`src/rtl/scrypt_pkg.sv`:
```
// Shared definitions for the scrypt BlockMix control path: state encoding,
// default sizing and the index helpers used by the sequencer and its counters.
package scrypt_pkg;

    typedef enum logic [2:0] {
        ST_IDLE  = 3'd0,
        ST_LOAD  = 3'd1,
        ST_XOR   = 3'd2,
        ST_ROUND = 3'd3,
        ST_STORE = 3'd4,
        ST_DONE  = 3'd5
    } bm_state_t;

    localparam int DEFAULT_R            = 1;
    localparam int DEFAULT_SALSA_ROUNDS = 8;

    // Width of an index over n items; never narrower than one bit.
    function automatic int idx_width(input int n);
        return (n <= 1) ? 1 : $clog2(n);
    endfunction

    // BlockMix output interleave: even sub-blocks fill the low half of Y,
    // odd sub-blocks fill the high half.
    function automatic int store_slot(input int i, input int r);
        return ((i % 2) == 0) ? (i / 2) : (r + (i - 1) / 2);
    endfunction

endpackage

```
`src/rtl/blockmix_ct_if.sv`:
```
// Handshake and datapath-control bundle between ROMix, the BlockMix
// sequencer and the BlockMix datapath.
interface blockmix_ct_if #(parameter int IDX_W = 1);

    logic             blockmix_en;
    logic             blockmix_valid;
    logic             busy;
    logic             load_x;
    logic             xor_en;
    logic             round_en;
    logic             store_en;
    logic [IDX_W-1:0] sub_idx;
    logic [IDX_W-1:0] store_idx;

    modport master (
        output blockmix_en,
        input  blockmix_valid, busy, load_x, xor_en, round_en, store_en,
               sub_idx, store_idx
    );

    modport slave (
        input  blockmix_en,
        output blockmix_valid, busy, load_x, xor_en, round_en, store_en,
               sub_idx, store_idx
    );

endinterface

```
`src/rtl/blockmix_ct_step_ctr.sv`:
```
// Sub-block and double-round counters for the BlockMix sequencer, each with
// a terminal-count flag the FSM uses to leave ROUND and STORE.
module blockmix_step_ctr
    import scrypt_pkg::*;
#(
    parameter  int SUBS  = 2,
    parameter  int DR    = 4,
    localparam int SUB_W = idx_width(SUBS),
    localparam int RND_W = idx_width(DR)
) (
    input  logic             clk,
    input  logic             reset,
    input  logic             sub_clr,
    input  logic             sub_inc,
    input  logic             rnd_clr,
    input  logic             rnd_inc,
    output logic [SUB_W-1:0] sub_cnt,
    output logic             sub_last,
    output logic             rnd_last
);

    logic [RND_W-1:0] rnd_cnt;

    always_ff @(posedge clk) begin
        if (reset) begin
            sub_cnt <= '0;
            rnd_cnt <= '0;
        end else begin
            if (sub_clr)
                sub_cnt <= '0;
            else if (sub_inc)
                sub_cnt <= sub_cnt + SUB_W'(1);

            if (rnd_clr)
                rnd_cnt <= '0;
            else if (rnd_inc)
                rnd_cnt <= rnd_cnt + RND_W'(1);
        end
    end

    assign sub_last = (sub_cnt == SUB_W'(SUBS - 1));
    assign rnd_last = (rnd_cnt == RND_W'(DR - 1));

endmodule

```
`src/rtl/blockmix_ct.sv`:
```
// BlockMix_Salsa20/8 control sequencer: walks the datapath through load,
// per-sub-block xor / double-rounds / feed-forward store, then a done pulse.
//
//   state | meaning
//   IDLE  | waiting for blockmix_en
//   LOAD  | X <- B[2R-1]
//   XOR   | X, T <- X ^ B[sub_idx]
//   ROUND | one Salsa double-round on T per cycle
//   STORE | X <- X + T, Y[store_idx] <- X + T
//   DONE  | one-cycle blockmix_valid, then back to IDLE
module blockmix_ct
    import scrypt_pkg::*;
#(
    parameter int R            = DEFAULT_R,
    parameter int SALSA_ROUNDS = DEFAULT_SALSA_ROUNDS
) (
    input  logic         clk,
    input  logic         reset,
    blockmix_ct_if.slave bm
);

    localparam int SUBS  = 2 * R;
    localparam int DR    = SALSA_ROUNDS / 2;
    localparam int IDX_W = idx_width(SUBS);

    if (R < 1 || SALSA_ROUNDS < 2 || (SALSA_ROUNDS % 2) != 0) begin : g_param_err
        $error("blockmix_ct: R must be >= 1 and SALSA_ROUNDS even and >= 2");
    end

    bm_state_t        state;
    bm_state_t        state_nxt;
    logic             sub_clr;
    logic             sub_inc;
    logic             rnd_clr;
    logic             rnd_inc;
    logic [IDX_W-1:0] sub_cnt;
    logic             sub_last;
    logic             rnd_last;

    blockmix_step_ctr #(
        .SUBS (SUBS),
        .DR   (DR)
    ) u_step_ctr (
        .clk      (clk),
        .reset    (reset),
        .sub_clr  (sub_clr),
        .sub_inc  (sub_inc),
        .rnd_clr  (rnd_clr),
        .rnd_inc  (rnd_inc),
        .sub_cnt  (sub_cnt),
        .sub_last (sub_last),
        .rnd_last (rnd_last)
    );

    always_ff @(posedge clk) begin
        if (reset)
            state <= ST_IDLE;
        else
            state <= state_nxt;
    end

    always_comb begin
        state_nxt = state;
        sub_clr   = 1'b0;
        sub_inc   = 1'b0;
        rnd_clr   = 1'b0;
        rnd_inc   = 1'b0;
        case (state)
            ST_IDLE: begin
                if (bm.blockmix_en)
                    state_nxt = ST_LOAD;
            end
            ST_LOAD: begin
                sub_clr   = 1'b1;
                state_nxt = ST_XOR;
            end
            ST_XOR: begin
                rnd_clr   = 1'b1;
                state_nxt = ST_ROUND;
            end
            ST_ROUND: begin
                if (rnd_last)
                    state_nxt = ST_STORE;
                else
                    rnd_inc = 1'b1;
            end
            ST_STORE: begin
                if (sub_last) begin
                    state_nxt = ST_DONE;
                end else begin
                    sub_inc   = 1'b1;
                    state_nxt = ST_XOR;
                end
            end
            ST_DONE:  state_nxt = ST_IDLE;
            default:  state_nxt = ST_IDLE;
        endcase
        // Request withdrawn mid-run: abandon the block; DONE already finished.
        if (!bm.blockmix_en && state != ST_IDLE && state != ST_DONE)
            state_nxt = ST_IDLE;
    end

    always_comb begin
        bm.busy           = (state != ST_IDLE);
        bm.load_x         = (state == ST_LOAD);
        bm.xor_en         = (state == ST_XOR);
        bm.round_en       = (state == ST_ROUND);
        bm.store_en       = (state == ST_STORE);
        bm.blockmix_valid = (state == ST_DONE);
        bm.sub_idx        = '0;
        if (state == ST_XOR || state == ST_ROUND || state == ST_STORE)
            bm.sub_idx = sub_cnt;
        bm.store_idx      = IDX_W'(store_slot(int'(bm.sub_idx), R));
    end

endmodule

```
`src/flat_wrapper.sv`:
```
// flat-port wrapper written by rule: the top's interface ports become plain ports
module blockmix_ct_flat import scrypt_pkg::*;
#(
    parameter int R            = DEFAULT_R,
    parameter int SALSA_ROUNDS = DEFAULT_SALSA_ROUNDS
)
  (clk, reset, bm_blockmix_en, bm_blockmix_valid, bm_busy, bm_load_x, bm_xor_en, bm_round_en, bm_store_en, bm_sub_idx, bm_store_idx);
  blockmix_ct_if #(.IDX_W(1)) bm_i ();
  input  logic clk;
  input  logic reset;
  input wire logic [$bits(bm_i.blockmix_en)-1:0] bm_blockmix_en;
  output wire logic [$bits(bm_i.blockmix_valid)-1:0] bm_blockmix_valid;
  output wire logic [$bits(bm_i.busy)-1:0] bm_busy;
  output wire logic [$bits(bm_i.load_x)-1:0] bm_load_x;
  output wire logic [$bits(bm_i.xor_en)-1:0] bm_xor_en;
  output wire logic [$bits(bm_i.round_en)-1:0] bm_round_en;
  output wire logic [$bits(bm_i.store_en)-1:0] bm_store_en;
  output wire logic [$bits(bm_i.sub_idx)-1:0] bm_sub_idx;
  output wire logic [$bits(bm_i.store_idx)-1:0] bm_store_idx;
  assign bm_i.blockmix_en = bm_blockmix_en;
  assign bm_blockmix_valid = bm_i.blockmix_valid;
  assign bm_busy = bm_i.busy;
  assign bm_load_x = bm_i.load_x;
  assign bm_xor_en = bm_i.xor_en;
  assign bm_round_en = bm_i.round_en;
  assign bm_store_en = bm_i.store_en;
  assign bm_sub_idx = bm_i.sub_idx;
  assign bm_store_idx = bm_i.store_idx;
  blockmix_ct #(.R(R), .SALSA_ROUNDS(SALSA_ROUNDS)) u_core (.clk(clk), .reset(reset), .bm(bm_i));
endmodule
```
`config.mk`:
```
export PLATFORM = sky130hd
export DESIGN_NAME = blockmix_ct_flat
export DESIGN_NICKNAME = d
export VERILOG_FILES = /design/src/rtl/scrypt_pkg.sv /design/src/rtl/blockmix_ct_if.sv /design/src/rtl/blockmix_ct_step_ctr.sv /design/src/rtl/blockmix_ct.sv /design/src/flat_wrapper.sv
export SDC_FILE = /design/constraint.sdc
export NUM_CORES = 1
export LEC_CHECK = 0
export BUFFER_PORTS_ARGS = -buffer_cell sky130_fd_sc_hd__buf_2
export CAP_MARGIN = 20
export CORE_AREA = 2 2 39 41
export CTS_CLUSTER_DIAMETER = 80
export DETAILED_ROUTE_END_ITERATION = 16
export DIE_AREA = 0 0 41 43
export HOLD_SLACK_MARGIN = 0.08
export PLACE_DENSITY = 0.5
export SETUP_SLACK_MARGIN = 0.4
export SYNTH_ARGS = -nofsm -noshare
export SYNTH_HDL_FRONTEND = slang
export SYNTH_SLANG_ARGS = --single-unit
```
`constraint.sdc`:
```
create_clock -name clk -period 1.85 [get_ports clk]
set_input_delay 0.2775 -clock clk [delete_from_list [all_inputs] [get_ports clk]]
set_output_delay 0.2775 -clock clk [all_outputs]
set_load 0.005 [all_outputs]
```
==> flow_metrics.py, run 1 <==
metrics = {
    "status": {
        "status": "completed",
    },
    "logic_synthesis": {
        "synth_compound_gate_area_share_pct": 18.6,
        "synth_nets": 51,
        "synth_top_family_by_area": "simple AND/OR/NAND/NOR gates",
        "netlist_instances": 47,
        "avgSynthCellArea_um2": 7.85,
        "synth_xor_area_share_pct": 0,
        "top_ff_cell_synth": "dfxtp_1",
        "synth_sequential_area_ratio_pct": 32.5,
        "yosys.cell_types.count": 23,
        "synth-simple-area-share_pct": 35.6,
        "synth.cell_area_um2": 369,
        "synthAdderAreaFrac_pct": 3.39,
        "synth-warning-count": 0,
        "synth_async_sr_flop_share_pct": 0,
        "muxShareOfSynthArea_pct": 0,
        "synth-seq-cells": 6,
        "synth_enable_flop_cells": 0,
    },
    "pwr": {
        "leakage_power_of_the_design_nw": 0.198,
        "post-layout-total-power_uw": 571,
        "power.ir.vdd_worst_mv": 0.354,
        "p_per_area_nw_per_um2": 1240,
    },
    "finish": {
        "final_core_density_pct": 33.3,
        "diodes": 0,
        "multi_input_area_um2": 234,
        "layout_commonest_cell": "buf_2",
        "most-common-layout-cells": "buf_2 (10), a21oi_1 (4)",
        "fill_cells": 157,
        "fin_nets": 62,
        "area.sequential_um2": 126,
        "layout-drive-gt1-share_pct": 37.5,
        "flow.area_growth_from_synthesis_pct": 24.7,
        "post-route-cell-area_um2": 460,
    },
    "route": {
        "wl_per_cell_um": 11.3,
        "routed_wl_um": 813,
        "vias": 353,
        "detail_route.first_pass.iterations": 2,
        "dr.first_iter.drc_count": 4,
        "drt-vias-per-instance": 4.90,
        "residual_antenna_violating_net_count_after_detailed_routing": 0,
        "drc_violations": 0,
    },
    "cts": {
        "cts_hold_buffers": 0,
        "clock_tree.root_cell": "clkbuf_4",
        "depth_of_the_cts_h_tree": 1,
        "cts_made_buffers": 3,
        "clock_sinks": 6,
        "clkSlewWorstSetupHoldPaths_ps": 50,
        "insertion_delay_ps": 250,
        "cts_tree": "built",
        "max-clock-path-buffers": 2,
    },
    "worst_setup_path": {
        "crit-reg2reg-capture": "u_core.u_step_ctr.rnd_cnt[1]$_SDFFE_PP0P_",
        "reg2regPathDepth": 3,
        "crit_path_max_incr_delay_ps": 380,
        "critical_path.reg2reg.startpoint": "u_core.u_step_ctr.rnd_cnt[0]$_SDFFE_PP0P_",
        "timing.critical_path.slowest_stage_cell": "dfxtp_4",
        "launching_element_of_the_worst_setup_path": "u_core.state[0]$_SDFFE_PP0P_",
        "timing_worst_setup_path_type": "flip-flop to primary output",
        "crit_path_leading_delay_family": "flip-flops",
        "timing.critical_path.to": "bm_busy",
        "startpoint_type": "flip-flop",
        "critical_path_arrival_ps": 1110,
        "timing.critical_path.required_ps": 1570,
        "worst-r2r-setup-slack_ps": 500,
        "critPathBufInv": 1,
        "crit_chain": "or3_1 -> buf_2",
        "crit_fanout": 11,
        "critical_path_depth": 2,
        "setup.worst_path.end_class": "primary output",
    },
    "floorplan": {
        "io-pin-count": 11,
        "floorplan.die_area_um2": 1760,
        "core_area_um2": 1380,
        "die_x_um": 41,
        "floorplan.rows": 14,
        "initial_standard_cell_utilization_of_the_core_pct": 26.7,
        "die_h_um": 43,
    },
    "hold_path": {
        "min_path_type": "primary input to flip-flop",
        "worstHoldStart": "reset",
    },
    "sta": {
        "skew_ps": 3.60,
        "grt_setup_unrepaired": "no",
        "tightest_slew_ps": 236,
        "timing_hold_violations_final": 0,
        "finalCriticalPeriod_ps": 1390,
        "timing.fmax_mhz": 720,
        "slew_viol_final": 0,
        "report.final.setup_viol": 0,
        "finalCritPeriodShare_pct": 75.1,
        "slew-limit-headroom_pct": 84.2,
        "fin_tns_setup_ps": 0,
    },
    "grt": {
        "grt.total_usage_pct": 11.3,
        "grt_antenna_before_repair": 0,
        "grt-ovfl-total": 0,
        "maximum_number_of_pins_on_one_net_before_global_route_repair": 12,
        "via_count_of_the_first_global_routing_pass": 316,
        "wire_length_of_the_first_global_routing_pass_um": 1270,
    },
    "placed_design": {
        "gp_routability_congestion": 0.690,
        "detailed_place_hpwl_um": 579,
        "placed_cell_area_um2": 410,
        "count_of_input_and_output_buffers": 10,
    },
    "flow_run": {
        "max_cap_violations": 0,
    },
}
-- cells in the mapped netlist (2+ instances only) --
master    n  area share [%]
inv_1     2             2.0
nand3_1   2             2.7
o21ai_0   2             2.7
nor2_1    4             4.1
a31oi_1   2             3.4
nor3b_1   2             4.1
or3_1     3             5.1
nand2_1   3             3.1
a21oi_1   4             5.4
nand2b_1  4             6.8
dfxtp_1   6              33
buf_2     2             2.7
-- worst register-to-register path: cells and delay by family (launching register included) --
| kind | cells | cell delay (ps) |
|---|---|---|
| compound gates | 1 | 160 |
| simple gates | 1 | 520 |
| fa+ha+maj | 1 | 270 |
| flops | 1 | 320 |
-- area by class of cell --
type,instances,share of cell area [%]
Clock buffer,3,4.89
Inverter,2,1.63
Multi-Input combinational cell,35,50.8
Sequential cell,6,27.4
Tap cell,16,4.35
Timing Repair Buffer,10,10.9
-- flip-flops by register name (all words and copies together) (netlist names) --
signal,flops
u_core.state,3
u_core.u_step_ctr.rnd_cnt,2
u_core.u_step_ctr.sub_cnt,1
-- worst min path at each step --
stage | depth (start not counted) | slack [ps] | end
floorplan | 1 | 350 | u_core.u_step_ctr.sub_cnt$_SDFFE_PP0P_
global placement | 2 | 470 | u_core.u_step_ctr.rnd_cnt[1]$_SDFFE_PP0P_
detailed placement | 2 | 480 | u_core.u_step_ctr.rnd_cnt[1]$_SDFFE_PP0P_
CTS | 2 | 260 | u_core.u_step_ctr.rnd_cnt[1]$_SDFFE_PP0P_
global route | 2 | 270 | u_core.u_step_ctr.rnd_cnt[1]$_SDFFE_PP0P_
finish | 2 | 270 | u_core.u_step_ctr.rnd_cnt[1]$_SDFFE_PP0P_
-- per-layer routing --
metal	track usage [%]	wire [µm]
met1	12.9	341
met2	15.3	425
met3	9.42	47
met4	4.00	0
met5	0	0
-- kinds of logic (layout without fill, tap and decap cells) --
family                     after synthesis  after routing
adders and majority gates                1              1
and+or+nand+nor                         23             23
AOI/OAI and AO/OA                       11             11
buffers and inverters                    6             15
DFF                                      6              6
-- per-stage QoR --
step | hold slack [ps] | std cells | setup WS (ps)
final | 269 | 72 | 460
after global routing | 275 | 72 | 400
after detailed placement | 483 | 69 | 448
after global placement | 475 | 69 | 488
after CTS | 264 | 72 | 415
after floorplan | 347 | 47 | 505
-- timing repair --
item / in CTS / in global routing
pin swaps: 1 / 0
setup endpoints to repair: 6 / 7
hold endpoints to repair: 0 / 0
buffers inserted: 0 / 0
gates resized for setup: 6 / 5
-- power breakdown --
part,internal [mW],switching (mW)
Clock,0.0736,0.0506
Sequential,0.163,0.0653
Combinational,0.114,0.105
(Power assumes the default switching activity.)
==> run 2: changes to the inputs <==
==> constraint.sdc (replaced) <==
create_clock -name clk -period 1.3 [get_ports clk]
set_input_delay 0.195 -clock clk [delete_from_list [all_inputs] [get_ports clk]]
set_output_delay 0.195 -clock clk [all_outputs]
set_load 0.005 [all_outputs]
==> flow_metrics.py, run 2 (same netlist as run 1, synthesis figures left out) <==
metrics = {
    "status": {
        "status": "complete, but fails checks",
        "violations": "setup timing",
    },
    "cts": {
        "clock_tree.root_cell": "clkbuf_4",
        "cts_made_buffers": 3,
        "clock_sinks": 6,
        "cts_tree": "built",
        "insertion_delay_ps": 240,
        "depth_of_the_cts_h_tree": 1,
        "clkSlewWorstSetupHoldPaths_ps": 50,
        "max-clock-path-buffers": 2,
        "cts_hold_buffers": 0,
    },
    "sta": {
        "fin_tns_setup_ps": -30.9,
        "finalCriticalPeriod_ps": 1330,
        "finalCritPeriodShare_pct": 102,
        "timing.fmax_mhz": 751,
        "timing_hold_violations_final": 0,
        "tightest_slew_ps": 216,
        "setup_slack_of_the_critical_path_after_layout_ps": -30.9,
        "skew_ps": 0.546,
        "slew_viol_final": 0,
        "slew-limit-headroom_pct": 85.4,
        "report.final.setup_viol": 1,
        "grt_setup_unrepaired": "yes",
    },
    "pwr": {
        "power.ir.vdd_worst_mv": 0.688,
        "internal-power_uw": 644,
        "p_per_area_nw_per_um2": 1720,
        "power.share.sequential_pct": 30.6,
        "p_sw_uw": 384,
        "comb_power_share_pct": 52.0,
        "leakage_power_of_the_design_nw": 0.260,
        "post-layout-total-power_mw": 1.03,
        "power_switching_share_pct": 37.4,
        "power.clock.fraction_pct": 17.3,
    },
    "finish": {
        "layout-drive-gt1-share_pct": 60.3,
        "largest_register_ffs": 3,
        "largest_registers": "u_core.state x3, u_core.u_step_ctr.rnd_cnt x2, u_core.u_step_ctr.sub_cnt x1",
        "final_core_density_pct": 43.1,
        "diodes": 0,
        "fin_nets": 74,
        "flow.area_growth_from_synthesis_pct": 61.7,
        "layout.cells.non_filler": 84,
        "most-common-layout-cells": "buf_2 (10), buf_4 (6), a21oi_1 (4), buf_6 (4), dfxtp_4 (4)",
        "layout_commonest_cell": "buf_2",
        "largest_reg_by_ff_count": "u_core.state",
    },
    "worst_setup_path": {
        "timing_worst_setup_path_type": "flip-flop to primary output",
        "timing.critical_path.required_ps": 1110,
        "crit_fanout": 6,
        "setup.worst_path.end_class": "primary output",
        "startpoint_type": "flip-flop",
        "critical_path_arrival_ps": 1140,
    },
    "placed_design": {
        "count_of_input_and_output_buffers": 10,
        "dpl_worst_slack_ps": 39.5,
        "detailed_place_hpwl_um": 577,
        "place_inst": 71,
        "gp_routability_congestion": 0.699,
    },
    "floorplan": {
        "initial_standard_cell_utilization_of_the_core_pct": 26.7,
        "die_h_um": 43,
        "core_area_um2": 1380,
        "io-pin-count": 11,
        "die_x_um": 41,
        "floorplan.rows": 14,
        "floorplan.die_area_um2": 1760,
    },
    "grt": {
        "via_count_of_the_first_global_routing_pass": 356,
        "wire_length_of_the_first_global_routing_pass_um": 1460,
        "grt.total_usage_pct": 11.9,
        "grt-ovfl-total": 0,
        "maximum_number_of_pins_on_one_net_before_global_route_repair": 11,
        "grt_antenna_before_repair": 0,
    },
    "flow_run": {
        "max_cap_violations": 0,
    },
    "hold_path": {
        "min_path_type": "primary input to flip-flop",
    },
    "route": {
        "drc_violations": 0,
        "detail_route.first_pass.iterations": 4,
        "wl_per_cell_um": 12.3,
        "routed_wl_um": 1040,
        "residual_antenna_violating_net_count_after_detailed_routing": 0,
        "vias": 416,
        "drt-vias-per-instance": 4.95,
        "dr.first_iter.drc_count": 3,
    },
}
==> run 2: cell types whose count changed in the layout (fill, tap and decap cells not counted), sizes merged <==
cell / change
buf: +10
nand2b: +1
clkbuf: +1
==> run 2: timing repair <==
| action | 4_1_cts | 5_1_grt |
|---|---|---|
| cloned | 1 | 0 |
| resized for setup | 16 | 5 |
| setup buffers | 5 | 4 |
| pin swaps | 4 | 2 |
| setup endpoints to repair | 14 | 14 |
==> run 2: worst max-delay path, cell delays in order (launching register included) <==
cell and delay, ps:
dfxtp_4 360, buf_6 110, or3_1 290, buf_2 130
==> run 2: layout make-up <==
| type | count | area (µm²) |
|---|---|---|
| Clock buffer | 3 | 22.5 |
| Fill cell | 146 | 787 |
| Inverter | 2 | 7.51 |
| Multi-Input combinational cell | 36 | 265 |
| Sequential cell | 6 | 136 |
| Tap cell | 16 | 20.0 |
| Timing Repair Buffer | 21 | 145 |
==> run 2: path summary, 6_finish.rpt <==
kind	start	endpoint	slack, ps	cells past startpoint
setup reg to reg	u_core.state[0]$_SDFFE_PP0P_	u_core.u_step_ctr.rnd_cnt[1]$_SDFFE_PP0P_	70	4
setup / recovery	u_core.state[0]$_SDFFE_PP0P_	bm_busy	-30	3
hold / removal	reset	u_core.u_step_ctr.rnd_cnt[0]$_SDFFE_PP0P_	170	2
hold reg to reg	u_core.u_step_ctr.sub_cnt$_SDFFE_PP0P_	u_core.u_step_ctr.sub_cnt$_SDFFE_PP0P_	490	2
==> run 2: through the flow <==
stage / hold WS [ps] / area (µm²)
floorplan: 264 / 394
global placement: 436 / 438
detailed placement: 432 / 438
CTS: 170 / 559
global route: 172 / 597
finish: 175 / 597
==> run 2: power by group through the flow <==
stage	logic, mW	clock network [mW]	registers, mW
after detailed placement	0.341	0	0.298
final	0.535	0.178	0.315
after global placement	0.342	0	0.303
after global routing	0.579	0.191	0.323
after CTS	0.491	0.178	0.321
after floorplan	0.348	0	0.243
==> run 2: routing by layer <==
layer  up-vias  GRT usage [%]  wire length [µm]
met3         0           6.28                55
met1       192           14.3               461
met4         0              0                 0
li1        214              -                 -
met5         -              0                 0
met2        10           19.4               520
==> run 3: changes to the inputs <==
--- a/config.mk
+++ b/config.mk
@@ -13,7 +13,8 @@
 export DIE_AREA = 0 0 41 43
 export HOLD_SLACK_MARGIN = 0.08
 export PLACE_DENSITY = 0.5
-export SETUP_SLACK_MARGIN = 0.4
+export SETUP_SLACK_MARGIN = 0.15
+export SKIP_LAST_GASP = 1
 export SYNTH_ARGS = -nofsm -noshare
 export SYNTH_HDL_FRONTEND = slang
 export SYNTH_SLANG_ARGS = --single-unit
==> flow_metrics.py, run 3 (same netlist as run 1, synthesis figures left out) <==
metrics = {
    "route": {
        "residual_antenna_violating_net_count_after_detailed_routing": 0,
        "vias": 373,
        "dr.first_iter.drc_count": 7,
        "drc_violations": 0,
        "drt-vias-per-instance": 4.72,
        "wl_per_cell_um": 12.2,
        "detail_route.first_pass.iterations": 4,
        "routed_wl_um": 964,
    },
    "placed_design": {
        "detailed_place_hpwl_um": 625,
        "count_of_input_and_output_buffers": 10,
        "placed_cell_area_um2": 438,
        "gp_routability_congestion": 0.753,
        "place_inst": 71,
    },
    "cts": {
        "clock_sinks": 6,
        "insertion_delay_ps": 240,
        "max-clock-path-buffers": 2,
        "cts_made_buffers": 3,
        "clock_tree.root_cell": "clkbuf_4",
        "cts_tree": "built",
        "clkSlewWorstSetupHoldPaths_ps": 50,
        "depth_of_the_cts_h_tree": 1,
    },
    "status": {
        "status": "completed",
    },
    "finish": {
        "fin_nets": 69,
        "largest_reg_by_ff_count": "u_core.state",
        "layout_commonest_cell": "buf_2",
        "fill_cells": 146,
        "final_core_density_pct": 40.4,
        "area.sequential_um2": 134,
        "multi_input_area_um2": 265,
        "flow.area_growth_from_synthesis_pct": 51.5,
        "diodes": 0,
        "post-route-cell-area_um2": 559,
        "largest_registers": "u_core.state x3, u_core.u_step_ctr.rnd_cnt x2, u_core.u_step_ctr.sub_cnt x1",
        "layout.cells.non_filler": 79,
        "most-common-layout-cells": "buf_2 (10), buf_4 (5)",
        "layout-drive-gt1-share_pct": 57.1,
        "largest_register_ffs": 3,
    },
    "worst_setup_path": {
        "critical_path_arrival_ps": 1100,
        "worst-r2r-setup-slack_ps": 10,
        "setup.worst_path.end_class": "primary output",
        "startpoint_type": "flip-flop",
        "timing_worst_setup_path_type": "flip-flop to primary output",
        "crit_fanout": 6,
        "timing.critical_path.required_ps": 1110,
    },
    "grt": {
        "maximum_number_of_pins_on_one_net_before_global_route_repair": 8,
        "wire_length_of_the_first_global_routing_pass_um": 1500,
        "grt-ovfl-total": 0,
        "grt_antenna_before_repair": 0,
        "grt.total_usage_pct": 13.0,
        "via_count_of_the_first_global_routing_pass": 370,
    },
    "pwr": {
        "p_per_area_nw_per_um2": 1750,
        "power.share.sequential_pct": 32.6,
        "leakage_power_of_the_design_nw": 0.239,
        "comb_power_share_pct": 49.7,
        "post-layout-total-power_uw": 981,
        "power.clock.fraction_pct": 17.6,
        "power.ir.vdd_worst_mv": 0.724,
        "power_switching_share_pct": 38.0,
        "p_sw_uw": 372,
        "internal-power_uw": 608,
    },
    "floorplan": {
        "floorplan.rows": 14,
        "initial_standard_cell_utilization_of_the_core_pct": 26.7,
        "core_area_um2": 1380,
        "io-pin-count": 11,
        "floorplan.die_area_um2": 1760,
        "die_h_um": 43,
        "die_x_um": 41,
    },
    "sta": {
        "finalCriticalPeriod_ps": 1300,
        "tightest_slew_ps": 294,
        "finalCritPeriodShare_pct": 99.8,
        "slew-limit-headroom_pct": 80.4,
        "skew_ps": 1.49,
        "slew_viol_final": 0,
        "report.final.setup_viol": 0,
        "timing.fmax_mhz": 771,
        "fin_tns_setup_ps": 0,
        "timing_hold_violations_final": 0,
        "grt_setup_unrepaired": "yes",
    },
    "hold_path": {
        "min_path_type": "primary input to flip-flop",
    },
    "flow_run": {
        "max_cap_violations": 0,
    },
}
## run 3: cell types whose count changed in the layout (fill, tap and decap cells not counted), sizes merged
| cell | previous run | this run |
|---|---|---|
| clkbuf | 4 | 3 |
| buf | 20 | 17 |
| nand2b | 5 | 4 |
## run 3: power by group through the flow
| stage | combinational [mW] | clock, mW | sequential (mW) |
|---|---|---|---|
| 2_1_floorplan | 0.332 | 0 | 0.240 |
| 3_3_place_gp | 0.359 | 0 | 0.292 |
| 3_5_place_dp | 0.350 | 0 | 0.292 |
| 4_1_cts | 0.479 | 0.177 | 0.318 |
| 5_1_grt | 0.541 | 0.199 | 0.329 |
| 6_report | 0.488 | 0.173 | 0.320 |
## run 3: area by class of cell
class                           instances  area share, %
Clock buffer                            3           4.03
Multi-Input combinational cell         35           47.4
Tap cell                               16           3.58
Inverter                                2           1.34
Timing Repair Buffer                   17           19.7
Sequential cell                         6           23.9
## run 3: repair_timing
action | in CTS | in global routing
setup buffers | 5 | 0
pin swaps | 6 | 2
hold buffers | 0 | 0
resized for setup | 19 | 1
endpoints found under the setup margin | 12 | 12
## run 3: worst paths after layout
check / startpoint / endpoint / depth (start not counted)
worst max-delay path: u_core.state[2]$_SDFFE_PP0P_ / bm_store_idx / 4
worst min-delay path: reset / u_core.u_step_ctr.rnd_cnt[0]$_SDFFE_PP0P_ / 2
worst max register to register: u_core.state[2]$_SDFFE_PP0P_ / u_core.u_step_ctr.rnd_cnt[1]$_SDFFE_PP0P_ / 4
worst min register to register: u_core.u_step_ctr.sub_cnt$_SDFFE_PP0P_ / u_core.u_step_ctr.sub_cnt$_SDFFE_PP0P_ / 2
## run 3: worst max-delay path: stages, from the launching register on
cell and delay (ps):
dfxtp_4 350, nand2b_4 140, buf_6 120, a21boi_2 120
buf_2 120
## run 3: routing by layer
metal / track usage (%) / part of all wire, % / wire length (µm) / vias up
met1: 13.8 / 43 / 410 / 164
met4: 2.00 / 0 / 0 / 0
met2: 20.6 / 52 / 497 / 10
met5: 0 / 0 / 0 / -
li1: - / - / - / 199
met3: 9.42 / 5.8 / 56 / 0
## run 3: through the flow
step | hold WS (ps) | setup WS (ps)
after floorplan | 264 | 80.4
after global placement | 438 | 32.4
after detailed placement | 435 | 51.0
after CTS | 169 | -22.3
after global routing | 173 | -56.9
final | 179 | 3.08
